[config.mk]
export PLATFORM = sky130hd
export DESIGN_NAME = imm_gen_stage_flat
export DESIGN_NICKNAME = d
export VERILOG_FILES = /design/src/rtl/imm_gen_stage_pkg.sv /design/src/rtl/imm_gen_stage_if.sv /design/src/rtl/imm_gen_stage_imm_decode.sv /design/src/rtl/imm_gen_stage.sv /design/src/flat_wrapper.sv
export SDC_FILE = /design/constraint.sdc
export NUM_CORES = 1
export LEC_CHECK = 0
export BUFFER_PORTS_ARGS = -buffer_cell sky130_fd_sc_hd__buf_2
export CELL_PAD_IN_SITES_DETAIL_PLACEMENT = 1
export CELL_PAD_IN_SITES_GLOBAL_PLACEMENT = 1
export CORE_MARGIN = 1.5
export CORE_UTILIZATION = 47
export CTS_BUF_LIST = sky130_fd_sc_hd__clkbuf_2 sky130_fd_sc_hd__clkbuf_4 sky130_fd_sc_hd__clkbuf_8
export DETAILED_ROUTE_END_ITERATION = 10
export MAX_ROUTING_LAYER = met4
export PLACE_DENSITY_LB_ADDON = 0.1
export SLEW_MARGIN = 20
export SYNTH_ARGS = -nofsm -noshare
export SYNTH_HDL_FRONTEND = slang
export SYNTH_HIERARCHICAL = 1
export SYNTH_SLANG_ARGS = --single-unit
[constraint.sdc]
create_clock -name clk_i -period 9.85 [get_ports clk_i]
set_input_delay 1.97 -clock clk_i [delete_from_list [all_inputs] [get_ports clk_i]]
set_output_delay 1.97 -clock clk_i [all_outputs]
set_load 0.005 [all_outputs]
[src/rtl/imm_gen_stage_pkg.sv]
`default_nettype none
// +--------------------------------------------------------------------------+
// | imm_gen_stage_pkg : opcodes, format codes and buffer-entry sizing         |
// | Revision 1.0                                                              |
// +--------------------------------------------------------------------------+
package imm_gen_stage_pkg;

  localparam logic [6:0] OPCODE_LOAD     = 7'h03;
  localparam logic [6:0] OPCODE_MISC_MEM = 7'h0F;
  localparam logic [6:0] OPCODE_OP_IMM   = 7'h13;
  localparam logic [6:0] OPCODE_AUIPC    = 7'h17;
  localparam logic [6:0] OPCODE_STORE    = 7'h23;
  localparam logic [6:0] OPCODE_OP       = 7'h33;
  localparam logic [6:0] OPCODE_LUI      = 7'h37;
  localparam logic [6:0] OPCODE_BRANCH   = 7'h63;
  localparam logic [6:0] OPCODE_JALR     = 7'h67;
  localparam logic [6:0] OPCODE_JAL      = 7'h6F;
  localparam logic [6:0] OPCODE_SYSTEM   = 7'h73;

  typedef enum logic [2:0] {
    FMT_NONE = 3'd0,
    FMT_I    = 3'd1,
    FMT_S    = 3'd2,
    FMT_B    = 3'd3,
    FMT_U    = 3'd4,
    FMT_J    = 3'd5,
    FMT_Z    = 3'd6
  } fmt_e;

  // Entry layout is {imm, fmt, target, illegal}.
  function automatic int entry_width(input int xlen);
    return 2 * xlen + 3 + 1;
  endfunction

endpackage
`default_nettype wire

[src/rtl/imm_gen_stage_if.sv]
`default_nettype none
// +--------------------------------------------------------------------------+
// | imm_gen_stage_if : fetch-side and decode-side handshake bundle            |
// | Revision 1.0                                                              |
// +--------------------------------------------------------------------------+
interface imm_gen_stage_if #(
  parameter int XLEN = 32
);
  logic            Flush_i;
  logic            In_valid_i;
  logic            In_ready_o;
  logic [31:0]     Inst_i;
  logic [XLEN-1:0] Pc_i;
  logic            Out_valid_o;
  logic            Out_ready_i;
  logic [XLEN-1:0] Imm_o;
  logic [2:0]      Fmt_o;
  logic [XLEN-1:0] Target_o;
  logic            Illegal_o;

  modport master (
    output Flush_i, In_valid_i, Inst_i, Pc_i, Out_ready_i,
    input  In_ready_o, Out_valid_o, Imm_o, Fmt_o, Target_o, Illegal_o
  );

  modport slave (
    input  Flush_i, In_valid_i, Inst_i, Pc_i, Out_ready_i,
    output In_ready_o, Out_valid_o, Imm_o, Fmt_o, Target_o, Illegal_o
  );
endinterface
`default_nettype wire

[src/rtl/imm_gen_stage_imm_decode.sv]
`default_nettype none
// +--------------------------------------------------------------------------+
// | imm_decode : combinational instruction -> {imm, fmt, target, illegal}     |
// | Optional macro IMM_GEN_CSR_EN enables the Z (CSR uimm) format.            |
// | Revision 1.0                                                              |
// +--------------------------------------------------------------------------+
module imm_decode
  import imm_gen_stage_pkg::*;
#(
  parameter int XLEN = 32
) (
  input  logic [31:0]     i_inst,
  input  logic [XLEN-1:0] i_pc,
  output logic [XLEN-1:0] o_imm,
  output logic [2:0]      o_fmt,
  output logic [XLEN-1:0] o_target,
  output logic            o_illegal
);

  logic [31:0] w_imm32;
  fmt_e        w_fmt;
  logic        w_has_target;
  logic        w_illegal;

  always_comb begin
    w_imm32      = '0;
    w_fmt        = FMT_NONE;
    w_has_target = 1'b0;
    w_illegal    = 1'b0;
    if (i_inst[1:0] != 2'b11) begin
      w_illegal = 1'b1;
    end else begin
      case (i_inst[6:0])
        OPCODE_OP_IMM, OPCODE_LOAD, OPCODE_JALR: begin
          w_fmt   = FMT_I;
          w_imm32 = {{20{i_inst[31]}}, i_inst[31:20]};
        end
        OPCODE_STORE: begin
          w_fmt   = FMT_S;
          w_imm32 = {{20{i_inst[31]}}, i_inst[31:25], i_inst[11:7]};
        end
        OPCODE_BRANCH: begin
          w_fmt        = FMT_B;
          w_has_target = 1'b1;
          w_imm32      = {{19{i_inst[31]}}, i_inst[31], i_inst[7],
                          i_inst[30:25], i_inst[11:8], 1'b0};
        end
        OPCODE_LUI: begin
          w_fmt   = FMT_U;
          w_imm32 = {i_inst[31:12], 12'b0};
        end
        OPCODE_AUIPC: begin
          w_fmt        = FMT_U;
          w_has_target = 1'b1;
          w_imm32      = {i_inst[31:12], 12'b0};
        end
        OPCODE_JAL: begin
          w_fmt        = FMT_J;
          w_has_target = 1'b1;
          w_imm32      = {{11{i_inst[31]}}, i_inst[31], i_inst[19:12],
                          i_inst[20], i_inst[30:21], 1'b0};
        end
        OPCODE_OP, OPCODE_MISC_MEM: begin
        end
        OPCODE_SYSTEM: begin
`ifdef IMM_GEN_CSR_EN
          // funct3[2] selects the immediate CSR forms; uimm is zero-extended.
          if (i_inst[14]) begin
            w_fmt   = FMT_Z;
            w_imm32 = {27'b0, i_inst[19:15]};
          end
`endif
        end
        default: w_illegal = 1'b1;
      endcase
    end
  end

  // Every 32-bit pattern above is already sign-correct, so widening is a plain sign-extend.
  assign o_imm     = XLEN'($signed(w_imm32));
  assign o_fmt     = w_fmt;
  assign o_illegal = w_illegal;
  assign o_target  = w_has_target ? (i_pc + o_imm) : '0;

endmodule
`default_nettype wire

[src/rtl/imm_gen_stage.sv]
`default_nettype none
// +--------------------------------------------------------------------------+
// | imm_gen_stage : registered immediate generator with DEPTH-entry buffer    |
// | Optional macro IMM_GEN_CSR_EN (see imm_decode) adds the Z format.         |
// | Revision 1.0                                                              |
// +--------------------------------------------------------------------------+
module imm_gen_stage
  import imm_gen_stage_pkg::*;
#(
  parameter int XLEN  = 32,
  parameter int DEPTH = 2
) (
  input  logic          clk_i,
  input  logic          rst_i,
  imm_gen_stage_if.slave bus
);

  localparam int         c_ENTRY_W = entry_width(XLEN);
  localparam logic [1:0] c_DEPTH   = 2'(DEPTH);

  logic [XLEN-1:0]      w_imm;
  logic [XLEN-1:0]      w_target;
  logic [2:0]           w_fmt;
  logic                 w_illegal;
  logic [c_ENTRY_W-1:0] w_entry;
  logic                 w_push;
  logic                 w_pop;

  logic [c_ENTRY_W-1:0] r_head;
  logic [c_ENTRY_W-1:0] r_tail;
  logic [1:0]           r_count;

  imm_decode #(.XLEN(XLEN)) u_decode (
    .i_inst    (bus.Inst_i),
    .i_pc      (bus.Pc_i),
    .o_imm     (w_imm),
    .o_fmt     (w_fmt),
    .o_target  (w_target),
    .o_illegal (w_illegal)
  );

  assign w_entry = {w_imm, w_fmt, w_target, w_illegal};

  // Ready depends only on the registered count, so a full buffer refuses even on a pop cycle.
  assign bus.In_ready_o  = (r_count < c_DEPTH);
  assign bus.Out_valid_o = (r_count != 2'd0);
  assign w_push = bus.In_valid_i && bus.In_ready_o;
  assign w_pop  = bus.Out_valid_o && bus.Out_ready_i;

  assign {bus.Imm_o, bus.Fmt_o, bus.Target_o, bus.Illegal_o} = r_head;

  always_ff @(posedge clk_i) begin
    if (!rst_i) begin
      r_count <= 2'd0;
      r_head  <= '0;
      r_tail  <= '0;
    end else if (bus.Flush_i) begin
      r_count <= 2'd0;
    end else begin
      // Head is the oldest entry; tail only holds the second entry when DEPTH==2.
      if (w_push && ((r_count == 2'd0) || ((r_count == 2'd1) && w_pop))) begin
        r_head <= w_entry;
      end else if (w_pop) begin
        r_head <= r_tail;
      end
      if (w_push && (r_count == 2'd1) && !w_pop) begin
        r_tail <= w_entry;
      end
      if (w_push && !w_pop) begin
        r_count <= r_count + 2'd1;
      end else if (!w_push && w_pop) begin
        r_count <= r_count - 2'd1;
      end
    end
  end

endmodule
`default_nettype wire

[src/flat_wrapper.sv]
// flat-port wrapper written by rule: the top's interface ports become plain ports
module imm_gen_stage_flat import imm_gen_stage_pkg::*;
#(
  parameter int XLEN  = 32,
  parameter int DEPTH = 2
)
  (clk_i, rst_i, bus_Flush_i, bus_In_valid_i, bus_Inst_i, bus_Pc_i, bus_Out_ready_i, bus_In_ready_o, bus_Out_valid_o, bus_Imm_o, bus_Fmt_o, bus_Target_o, bus_Illegal_o);
  imm_gen_stage_if #(.XLEN(XLEN)) bus_i ();
  input  logic clk_i;
  input  logic rst_i;
  input wire logic [$bits(bus_i.Flush_i)-1:0] bus_Flush_i;
  input wire logic [$bits(bus_i.In_valid_i)-1:0] bus_In_valid_i;
  input wire logic [$bits(bus_i.Inst_i)-1:0] bus_Inst_i;
  input wire logic [$bits(bus_i.Pc_i)-1:0] bus_Pc_i;
  input wire logic [$bits(bus_i.Out_ready_i)-1:0] bus_Out_ready_i;
  output wire logic [$bits(bus_i.In_ready_o)-1:0] bus_In_ready_o;
  output wire logic [$bits(bus_i.Out_valid_o)-1:0] bus_Out_valid_o;
  output wire logic [$bits(bus_i.Imm_o)-1:0] bus_Imm_o;
  output wire logic [$bits(bus_i.Fmt_o)-1:0] bus_Fmt_o;
  output wire logic [$bits(bus_i.Target_o)-1:0] bus_Target_o;
  output wire logic [$bits(bus_i.Illegal_o)-1:0] bus_Illegal_o;
  assign bus_i.Flush_i = bus_Flush_i;
  assign bus_i.In_valid_i = bus_In_valid_i;
  assign bus_i.Inst_i = bus_Inst_i;
  assign bus_i.Pc_i = bus_Pc_i;
  assign bus_i.Out_ready_i = bus_Out_ready_i;
  assign bus_In_ready_o = bus_i.In_ready_o;
  assign bus_Out_valid_o = bus_i.Out_valid_o;
  assign bus_Imm_o = bus_i.Imm_o;
  assign bus_Fmt_o = bus_i.Fmt_o;
  assign bus_Target_o = bus_i.Target_o;
  assign bus_Illegal_o = bus_i.Illegal_o;
  imm_gen_stage #(.XLEN(XLEN), .DEPTH(DEPTH)) u_core (.clk_i(clk_i), .rst_i(rst_i), .bus(bus_i));
endmodule
==> results.json, run 1 <==
{
  "outcome": "finished, violations left",
  "violations": "DRC",
  "synth_edf_count": 0,
  "via_per_inst": 6.53,
  "synthArstFlopShare_pct": 0,
  "final.setup_skew_ns": 0.0129,
  "start_util_pct": 48.3,
  "ioPinCount": 139,
  "internal_power_w": 0.000976,
  "timing.rr.end": "u_core/r_head[1]$_SDFFE_PN0P_",
  "path_buf_inv": 2,
  "crit_family": "simple AND/OR/NAND/NOR gates",
  "cp.required_ns": 10.23,
  "dr.pass1.iters": 8,
  "combPwrFrac_pct": 21.7,
  "seq_area_frac_synth_pct": 31.7,
  "insertion_delay_ns": 0.46,
  "p_sw_share_pct": 33.5,
  "clock_sinks": 138,
  "placed_cell_area_sq_um": 9350,
  "avgSynthCellArea_sq_um": 8.07,
  "grt_pass1_wl_um": 50400,
  "pwr-share-clk_pct": 36.7,
  "p_switching_w": 0.000493,
  "route.vias.total": 9016,
  "min_path_cells": 2,
  "maxCapViolCount": 0,
  "grt.overflow.total": 0,
  "final_area_sq_um": 9800,
  "clk_pin_slew_worst_paths_ns": 0.09,
  "crit_path_cell_trace": "buf_2 > inv_2 > mux2i_1 > nor3_1 > and2_1 > a21o_1 > ha_1 > a21o_1 > or3b_1 > a21oi_1 > nor2_1 > a221oi_2 > xor2_1 > nor2_1 > nand3_1 > a31oi_1",
  "detail-route-antenna-nets": 0,
  "port_buffers": 138,
  "crit_slowest_cell": "nor3_1",
  "synth_top_flop_cell": "dfxtp_1",
  "seqPwrFrac_pct": 41.7,
  "endpoint_kind": "flip-flop",
  "worst_setup_path_start_kind": "input port",
  "final_layout_size_suffix_gt1_share_pct": 20.9,
  "antenna_found_initial": 0,
  "gp_congestion": 0.968,
  "setup_violations": 0,
  "min_period_ns": 5.39,
  "synth_fp_nets": 1186,
  "cts-hold-fix-buffers": 0,
  "clockRootBuffer": "clkbuf_8",
  "syn_area_sq_um": 8730,
  "criticalPathCategory": "input port to flip-flop",
  "r2r_slack_ns": 6.49,
  "dieArea_sq_um": 19400,
  "grt_usage_pct": 33.4,
  "synth-warning-count": 6,
  "powerDensity_nw_per_um2": 150,
  "place_hpwl_um": 20300,
  "fmax_mhz": 186,
  "dp_cells": 1348,
  "diodes": 0,
  "final_hold_viol_count": 0,
  "worst_pin_slew_ns": 0.888,
  "cp_slowest_stage_delay_ns": 0.51,
  "cts_tree": "yes",
  "reg2reg_depth": 6,
  "final_util_pct": 54.2,
  "postCtsSetupRepairBufs": 0,
  "netlist_instances": 1082,
  "totalWireLength_um": 31700,
  "drt_iter0_drc": 778,
  "yosys.cell_types.count": 73,
  "hold_start": "u_core/r_tail[28]$_SDFFE_PN0P_",
  "ys_seq_elements": 138,
  "cts_buffers": 17,
  "min_to": "u_core/r_tail[28]$_SDFFE_PN0P_",
  "arrival_ns": 5.77,
  "cts_buffer_depth": 2,
  "htreeDepth": 4,
  "die_x_um": 139,
  "rsz0062_at_grt": "no",
  "grt_pass1_vias": 8930,
  "slew_headroom_pct": 40.8,
  "row_count": 49,
  "coreArea_sq_um": 18100,
  "hp-class": "flip-flop to flip-flop",
  "final_cells": 1380,
  "area_growth_pct": 12.3,
  "drc": 7,
  "setup_tns_ns": 0,
  "cts-resized-gates": 0,
  "vdd_drop_max_mv": 0.0798,
  "fin_crit_sh_pct": 54.7,
  "r2r-start": "u_core/r_count[1]$_SDFFE_PP0P_",
  "worstSetupStartpoint": "bus_Inst_i[2]",
  "crit_fanout": 11,
  "num-nets-final": 1242,
  "wl_per_cell_um": 23.0,
  "die_h_um": 139,
  "leakagePower_nw": 3.90,
  "finalMaxSlewViolations": 0,
  "grt_max_degree": 80
}
## per-stage QoR
stage / hold WS, ns / total power (W) / worst slack [ns]
after floorplan: 0.449 / 0.000817 / 4.63
after global placement: 0.458 / 0.000933 / 4.12
after detailed placement: 0.464 / 0.000935 / 4.09
after CTS: 0.477 / 0.00147 / 4.54
after global routing: 0.497 / 0.00152 / 4.14
final: 0.477 / 0.00147 / 4.46
## layer usage
metal  routed length (um)  global-route usage, %  vias to the layer above  part of all wire, %
met5                    0                      -                        -                    0
met4                  847                   10.9                        0                  2.7
met3                 2000                   5.61                       61                  6.3
met2                14500                   51.2                      352                   46
met1                14400                   44.7                     4430                   45
li1                     -                      -                     4173                    -
## cell families (layout without fill, tap and decap cells)
kind of cell	count (synthesis)	count (layout)	synth area share, %
mux	3	3	0.344
simple gates	267	267	16.3
compound gates	482	482	37.1
buf+inv	127	196	6.47
flops	138	138	31.7
xor+xnor	30	30	3.01
fa+ha+maj	35	35	5.10
## worst max-delay path by stage
| stage | end | depth (start not counted) |
|---|---|---|
| 5_1_grt | u_core/r_head[31]$_SDFFE_PN0P_ | 16 |
| 6_report | u_core/r_head[27]$_SDFFE_PN0P_ | 16 |
| 2_1_floorplan | u_core/r_head[25]$_SDFFE_PN0P_ | 15 |
| 3_3_place_gp | u_core/r_head[25]$_SDFFE_PN0P_ | 15 |
| 4_1_cts | u_core/r_head[25]$_SDFFE_PN0P_ | 15 |
| 3_5_place_dp | u_core/r_head[25]$_SDFFE_PN0P_ | 15 |
## cell usage in the layout (no fill, tap or decap), types with 3 or more instances in the layout
cell       instances
o21ai_0          150
nand3_1          147
dfxtp_1          138
buf_2            137
o31ai_1           70
a31oi_1           55
a21boi_0          47
a21oi_1           41
nor2_1            36
a21o_1            35
ha_1              34
a21boi_1          23
nand2_1           22
a31oi_2           20
clkbuf_8          17
xor2_1            16
buf_4             15
xnor2_1           14
and2_1            13
inv_1              9
o21ai_1            9
a22o_1             5
bufinv_16          4
clkinv_4           4
nand2b_1           4
nand4_1            4
nor4_1             4
inv_2              3
or2_2              3
mux2i_1            3
and3_1             3
and4_1             3
o211ai_1           3
## Yosys cell counts, types with 3 or more instances
cell,number,share of area (%)
nand2_1,22,0.95
a31oi_1,55,3.9
and2_1,13,0.93
o21ai_0,150,8.6
buf_2,43,2.5
xnor2_1,14,1.4
xor2_1,16,1.6
a31oi_2,20,2.9
a21oi_1,41,2.4
inv_1,9,0.39
and3_1,3,0.22
nor4_1,4,0.29
nand4_1,4,0.29
nand2b_1,5,0.36
buf_4,3,0.26
nand3_1,148,8.5
a21o_1,36,3.1
a21boi_1,23,2.0
mux2i_1,3,0.34
a22o_1,5,0.50
o21ai_1,9,0.52
o31ai_1,70,6.0
clkbuf_1,64,2.8
a21boi_0,47,4.0
buf_6,3,0.39
nor3b_2,3,0.43
o211ai_1,3,0.26
dfxtp_1,138,32
and4_1,3,0.30
nor2_1,36,1.5
ha_1,34,4.9
## power by group through the flow
stage          clock (W)  sequential (W)  combinational (W)
6_report        0.000539        0.000612           0.000318
5_1_grt         0.000568        0.000615           0.000341
4_1_cts         0.000546        0.000612           0.000314
3_5_place_dp           0        0.000624           0.000311
3_3_place_gp           0        0.000624           0.000309
2_1_floorplan          0        0.000623           0.000194
## worst min-delay path: cells and delay by family (launching register included)
kind | cells | cell delay [ns]
flip-flops | 1 | 0.31
AO/OA/AOI/OAI | 2 | 0.12
## final cells by class
type                       count  area, sq um
multi-input combinational    817         5460
timing repair buffer         152          798
clock buffer                  17          234
inverter                      12         45.0
tap                          229          287
clock inverter                15          215
fill                        2259         8280
sequential                   138         2760
## flip-flops by register name (all words and copies together), names as in the netlist
register	cells
u_core/r_count	2
u_core/r_head	68
u_core/r_tail	68
No activity file was read; power rests on OpenSTA's default activity.
==> run 2, diff against run 1 <==
- CORE_UTILIZATION: 47 -> 44
- clock period: 9.85 -> 5.1 ns (I/O delays scaled with it)
==> results.json, run 2 (synthesis results as in run 1) <==
{
  "route.vias.total": 9019,
  "final.setup_skew_ns": 0.0130,
  "r2r_slack_ns": 2.22,
  "crit_slowest_cell": "or3_1",
  "slew_headroom_pct": 30.1,
  "crit_family": "compound AO/OA/AOI/OAI gates",
  "min_to": "u_core/r_tail[20]$_SDFFE_PN0P_",
  "cp.required_ns": 5.48,
  "reg2reg_depth": 6,
  "maxCapViolCount": 0,
  "cp_slowest_stage_delay_ns": 0.42,
  "detail-route-antenna-nets": 0,
  "outcome": "completed",
  "coreArea_sq_um": 19500,
  "met1_usage_pct": 43.5,
  "gp_congestion": 0.996,
  "crit_fanout": 11,
  "grt_pass1_vias": 8809,
  "path_buf_inv": 1,
  "final_area_sq_um": 9910,
  "dieArea_sq_um": 20700,
  "r2r-start": "u_core/r_count[1]$_SDFFE_PP0P_",
  "drc": 0,
  "grt_max_degree": 69,
  "wl_per_cell_um": 22.6,
  "place_hpwl_um": 21000,
  "fmax_mhz": 230,
  "setup_violations": 0,
  "final_hold_viol_count": 0,
  "regArea_sq_um": 2760,
  "start_util_pct": 44.8,
  "via_per_inst": 6.33,
  "vdd_drop_max_mv": 0.156,
  "row_count": 51,
  "hp-class": "flip-flop to flip-flop",
  "cts_buffer_depth": 2,
  "die_h_um": 144,
  "grt.overflow.total": 0,
  "cts-resized-gates": 0,
  "timing.rr.end": "u_core/r_head[50]$_SDFFE_PN0P_",
  "multi_input_area_sq_um": 5450,
  "clock_sinks": 138,
  "final_cell_mix": "o21ai_0 (150), nand3_1 (148), dfxtp_1 (138), buf_2 (137), o31ai_1 (70)",
  "grt_use_met2_pct": 48.5,
  "reg.largest.list": "u_core/r_head x68, u_core/r_tail x68, u_core/r_count x2",
  "fill_cells": 2420,
  "htreeDepth": 4,
  "insertion_delay_ns": 0.46,
  "cts_tree": "yes",
  "layout_commonest_cell": "o21ai_0",
  "endpoint_kind": "flip-flop",
  "worst_pin_slew_ns": 1.05,
  "hold_start": "u_core/r_tail[20]$_SDFFE_PN0P_",
  "drt_iter0_drc": 639,
  "arrival_ns": 4.72,
  "dr.pass1.iters": 5,
  "ioPinCount": 139,
  "grt_usage_pct": 32.3,
  "totalWireLength_um": 32100,
  "min_period_ns": 4.35,
  "clk_pin_slew_worst_paths_ns": 0.08,
  "crit_path_cell_trace": "buf_2 > or3_1 > or2_2 > a21oi_1 > a22o_1 > ha_1 > a211oi_2 > o211ai_1 > a31oi_4 > or2_4 > a41oi_2 > or3_1 > a21oi_1 > nand3_1 > a21boi_0",
  "final_layout_size_suffix_gt1_share_pct": 21.3,
  "powerDensity_nw_per_um2": 291,
  "worst_setup_path_start_kind": "input port",
  "cts-hold-fix-buffers": 0,
  "leakagePower_nw": 3.95,
  "busiest_layer": "met2",
  "min_path_cells": 2,
  "port_buffers": 138,
  "criticalPathCategory": "input port to flip-flop",
  "postCtsSetupRepairBufs": 0,
  "cts_buffers": 17,
  "finalMaxSlewViolations": 0,
  "die_x_um": 144,
  "placed_cell_area_sq_um": 9450,
  "rsz0062_at_grt": "no",
  "num-nets-final": 1250,
  "diodes": 0,
  "whs_ns": 0.480,
  "grt_pass1_wl_um": 50200,
  "clockRootBuffer": "clkbuf_8",
  "use_met3_pct": 5.10,
  "fin_crit_sh_pct": 85.2,
  "antenna_found_initial": 0,
  "area_growth_pct": 13.6,
  "setup_tns_ns": 0
}
## run 2: cell count changes in the layout (fill, tap and decap cells not counted), sizes merged
cell / delta
buf: +8
clkbuf: +2
clkinv: -2
bufinv: +1
clkinvlp: -1
## run 2: worst reg2reg max path: stages, from the launching register on
cell,delay (ns)
dfxtp_1,0.39
inv_1,0.14
ha_1,0.47
and4bb_2,0.31
or2_2,0.61
buf_4,0.61
a31oi_1,0.20
## run 2: metal layers
metal  routed length (um)  share of wire (%)
met4                  983                3.1
met5                    0                  0
met2                14600                 45
met1                14900                 46
met3                 1690                5.3
## run 2: per-stage QoR
stage               worst slack [ns]  util (%)  total power [W]  cells
floorplan                      0.828         -          0.00158   1082
global placement               0.464      48.5          0.00181   1392
detailed placement             0.361      48.5          0.00182   1392
CTS                            0.820      50.9          0.00290   1424
global route                   0.566      50.9          0.00300   1424
finish                         0.753      50.9          0.00288   1424
## run 2: final cells by class
cell class,count,area share [%]
Inverter,12,0.454
Timing Repair Buffer,160,8.66
Multi-Input combinational cell,817,55.0
Clock inverter,13,2.13
Tap cell,265,3.34
Sequential cell,138,27.9
Clock buffer,19,2.57
## run 2: worst max-delay path by stage
stage | slack (ns) | depth (start not counted) | endpoint | from
after floorplan | 0.83 | 15 | u_core/r_head[25]$_SDFFE_PN0P_ | bus_Inst_i[6]
after global placement | 0.46 | 15 | u_core/r_head[32]$_SDFFE_PN0P_ | bus_Inst_i[6]
after detailed placement | 0.36 | 15 | u_core/r_tail[32]$_SDFFE_PN0P_ | bus_Inst_i[6]
after CTS | 0.82 | 15 | u_core/r_tail[32]$_SDFFE_PN0P_ | bus_Inst_i[6]
after global routing | 0.57 | 15 | u_core/r_tail[32]$_SDFFE_PN0P_ | bus_Inst_i[6]
final | 0.75 | 15 | u_core/r_tail[32]$_SDFFE_PN0P_ | bus_Inst_i[6]
## run 2: power breakdown
group          leakage [nW]  internal [W]  switching [W]
combinational          2.60      0.000203       0.000419
sequential             1.12       0.00114      0.0000399
clock                 0.235      0.000606       0.000474
total                  3.95       0.00195       0.000933
==> run 3, diff against run 2 <==
==> constraint.sdc (replaced) <==
create_clock -name clk_i -period 4.6 [get_ports clk_i]
set_input_delay 0.46 -clock clk_i [delete_from_list [all_inputs] [get_ports clk_i]]
set_output_delay 0.46 -clock clk_i [all_outputs]
set_load 0.005 [all_outputs]
==> results.json, run 3 (synthesis results as in run 1) <==
{
  "cts-hold-fix-buffers": 0,
  "worst_pin_slew_ns": 1.12,
  "p_switching_w": 0.00104,
  "grt.overflow.total": 0,
  "total_power_w": 0.00308,
  "met2_length_um": 14900,
  "dr.pass1.iters": 5,
  "detail-route-antenna-nets": 0,
  "cts_tree": "yes",
  "powerDensity_nw_per_um2": 312,
  "slew_headroom_pct": 25.4,
  "grt_pass1_vias": 8776,
  "drc": 0,
  "endpoint_kind": "flip-flop",
  "die_h_um": 144,
  "final_hold_viol_count": 0,
  "setup_tns_ns": 0,
  "finalMaxSlewViolations": 0,
  "seqPwrFrac_pct": 42.5,
  "worst_setup_path_start_kind": "input port",
  "gp_congestion": 0.987,
  "hp-class": "input port to flip-flop",
  "antenna_found_initial": 0,
  "fmax_mhz": 260,
  "postCtsSetupRepairBufs": 0,
  "grt_max_degree": 76,
  "place_hpwl_um": 21200,
  "p_sw_share_pct": 33.7,
  "outcome": "completed",
  "port_buffers": 138,
  "cts_buffers": 17,
  "row_count": 51,
  "clk_pin_slew_worst_paths_ns": 0.09,
  "highest_layer": "met4",
  "start_util_pct": 44.8,
  "clock_sinks": 138,
  "wl_met3_um": 1730,
  "pwr-share-clk_pct": 35.0,
  "grt_usage_pct": 32.8,
  "maxCapViolCount": 0,
  "final_cell_mix": "o21ai_0 (150), nand3_1 (148), dfxtp_1 (138), buf_2 (137), o31ai_1 (70)",
  "coreArea_sq_um": 19500,
  "cp.required_ns": 4.98,
  "via_per_inst": 6.28,
  "arrival_ns": 4.23,
  "vdd_drop_max_mv": 0.161,
  "diodes": 0,
  "totalWireLength_um": 32500,
  "criticalPathCategory": "input port to flip-flop",
  "min_period_ns": 3.85,
  "internal_power_w": 0.00205,
  "layout_commonest_cell": "o21ai_0",
  "cts-resized-gates": 0,
  "fill_cells": 2465,
  "rsz0062_at_grt": "no",
  "fin_crit_sh_pct": 83.7,
  "dieArea_sq_um": 20700,
  "grt_pass1_wl_um": 50600,
  "route.vias.total": 8944,
  "clockRootBuffer": "clkbuf_8",
  "insertion_delay_ns": 0.46,
  "combPwrFrac_pct": 22.5,
  "wl_per_cell_um": 22.8,
  "final.setup_skew_ns": 0.0158,
  "area_growth_pct": 13.3,
  "htreeDepth": 4,
  "leakagePower_nw": 3.93,
  "die_x_um": 144,
  "crit_fanout": 11,
  "ioPinCount": 139,
  "drt_iter0_drc": 675,
  "num-nets-final": 1251,
  "setup_violations": 0,
  "cts_buffer_depth": 2,
  "reg.largest.list": "u_core/r_head x68, u_core/r_tail x68, u_core/r_count x2",
  "final_layout_size_suffix_gt1_share_pct": 21.3,
  "wl_met1_um": 15300
}
==> run 3: area by class of cell <==
| type | count | area [sq um] | area share [%] |
|---|---|---|---|
| Tap cell | 265 | 332 | 3.35 |
| Multi-Input combinational cell | 817 | 5450 | 55.1 |
| Sequential cell | 138 | 2760 | 27.9 |
| Inverter | 12 | 45.0 | 0.456 |
| Timing Repair Buffer | 161 | 878 | 8.88 |
| Clock buffer | 18 | 248 | 2.51 |
| Clock inverter | 13 | 170 | 1.72 |
==> run 3: path summary, 6_finish.rpt <==
check / startpoint / to / slack, ns / cells after the start
min: bus_Flush_i / u_core/r_count[0]$_SDFFE_PP0P_ / 0.40 / 3
max: bus_Inst_i[6] / u_core/r_head[30]$_SDFFE_PN0P_ / 0.75 / 15
min reg2reg: u_core/r_tail[51]$_SDFFE_PN0P_ / u_core/r_tail[51]$_SDFFE_PN0P_ / 0.48 / 2
max reg2reg: u_core/r_count[1]$_SDFFE_PP0P_ / u_core/r_head[50]$_SDFFE_PN0P_ / 1.66 / 6
==> run 3: through the flow <==
step	instances	area (sq um)	hold WS [ns]	util [%]	setup slack (ns)
5_1_grt	1424	9890	0.390	50.8	0.556
6_report	1424	9890	0.399	50.8	0.752
3_5_place_dp	1393	9470	0.465	48.6	0.408
2_1_floorplan	1082	8730	0.449	-	0.888
3_3_place_gp	1393	9470	0.457	48.6	0.484
4_1_cts	1424	9890	0.380	50.8	0.860
==> run 3: power groups by stage <==
stage	Sequential (W)	Clock [W]	Combinational, W
5_1_grt	0.00132	0.00115	0.000751
2_1_floorplan	0.00133	0	0.000415
6_report	0.00131	0.00108	0.000695
3_5_place_dp	0.00134	0	0.000687
3_3_place_gp	0.00134	0	0.000684
4_1_cts	0.00131	0.00110	0.000690
==> run 3: worst max-delay path: stages <==
cell and delay, ns:
buf_2 0.17, or3_1 0.42, or2_2 0.29, a21oi_1 0.37, a22o_1 0.35, ha_1 0.30, a211oi_2 0.22, o211ai_1 0.18
a31oi_4 0.31, o21ai_1 0.18, a21oi_1 0.39, nand3_1 0.13, o31ai_1 0.13, nand3_1 0.14, a31oi_1 0.21
==> run 3: per-layer routing <==
layer	GRT usage [%]	up-vias
li1	-	4189
met1	44.2	4441
met2	50.7	283
met3	4.93	31
met4	9.29	0
met5	-	-
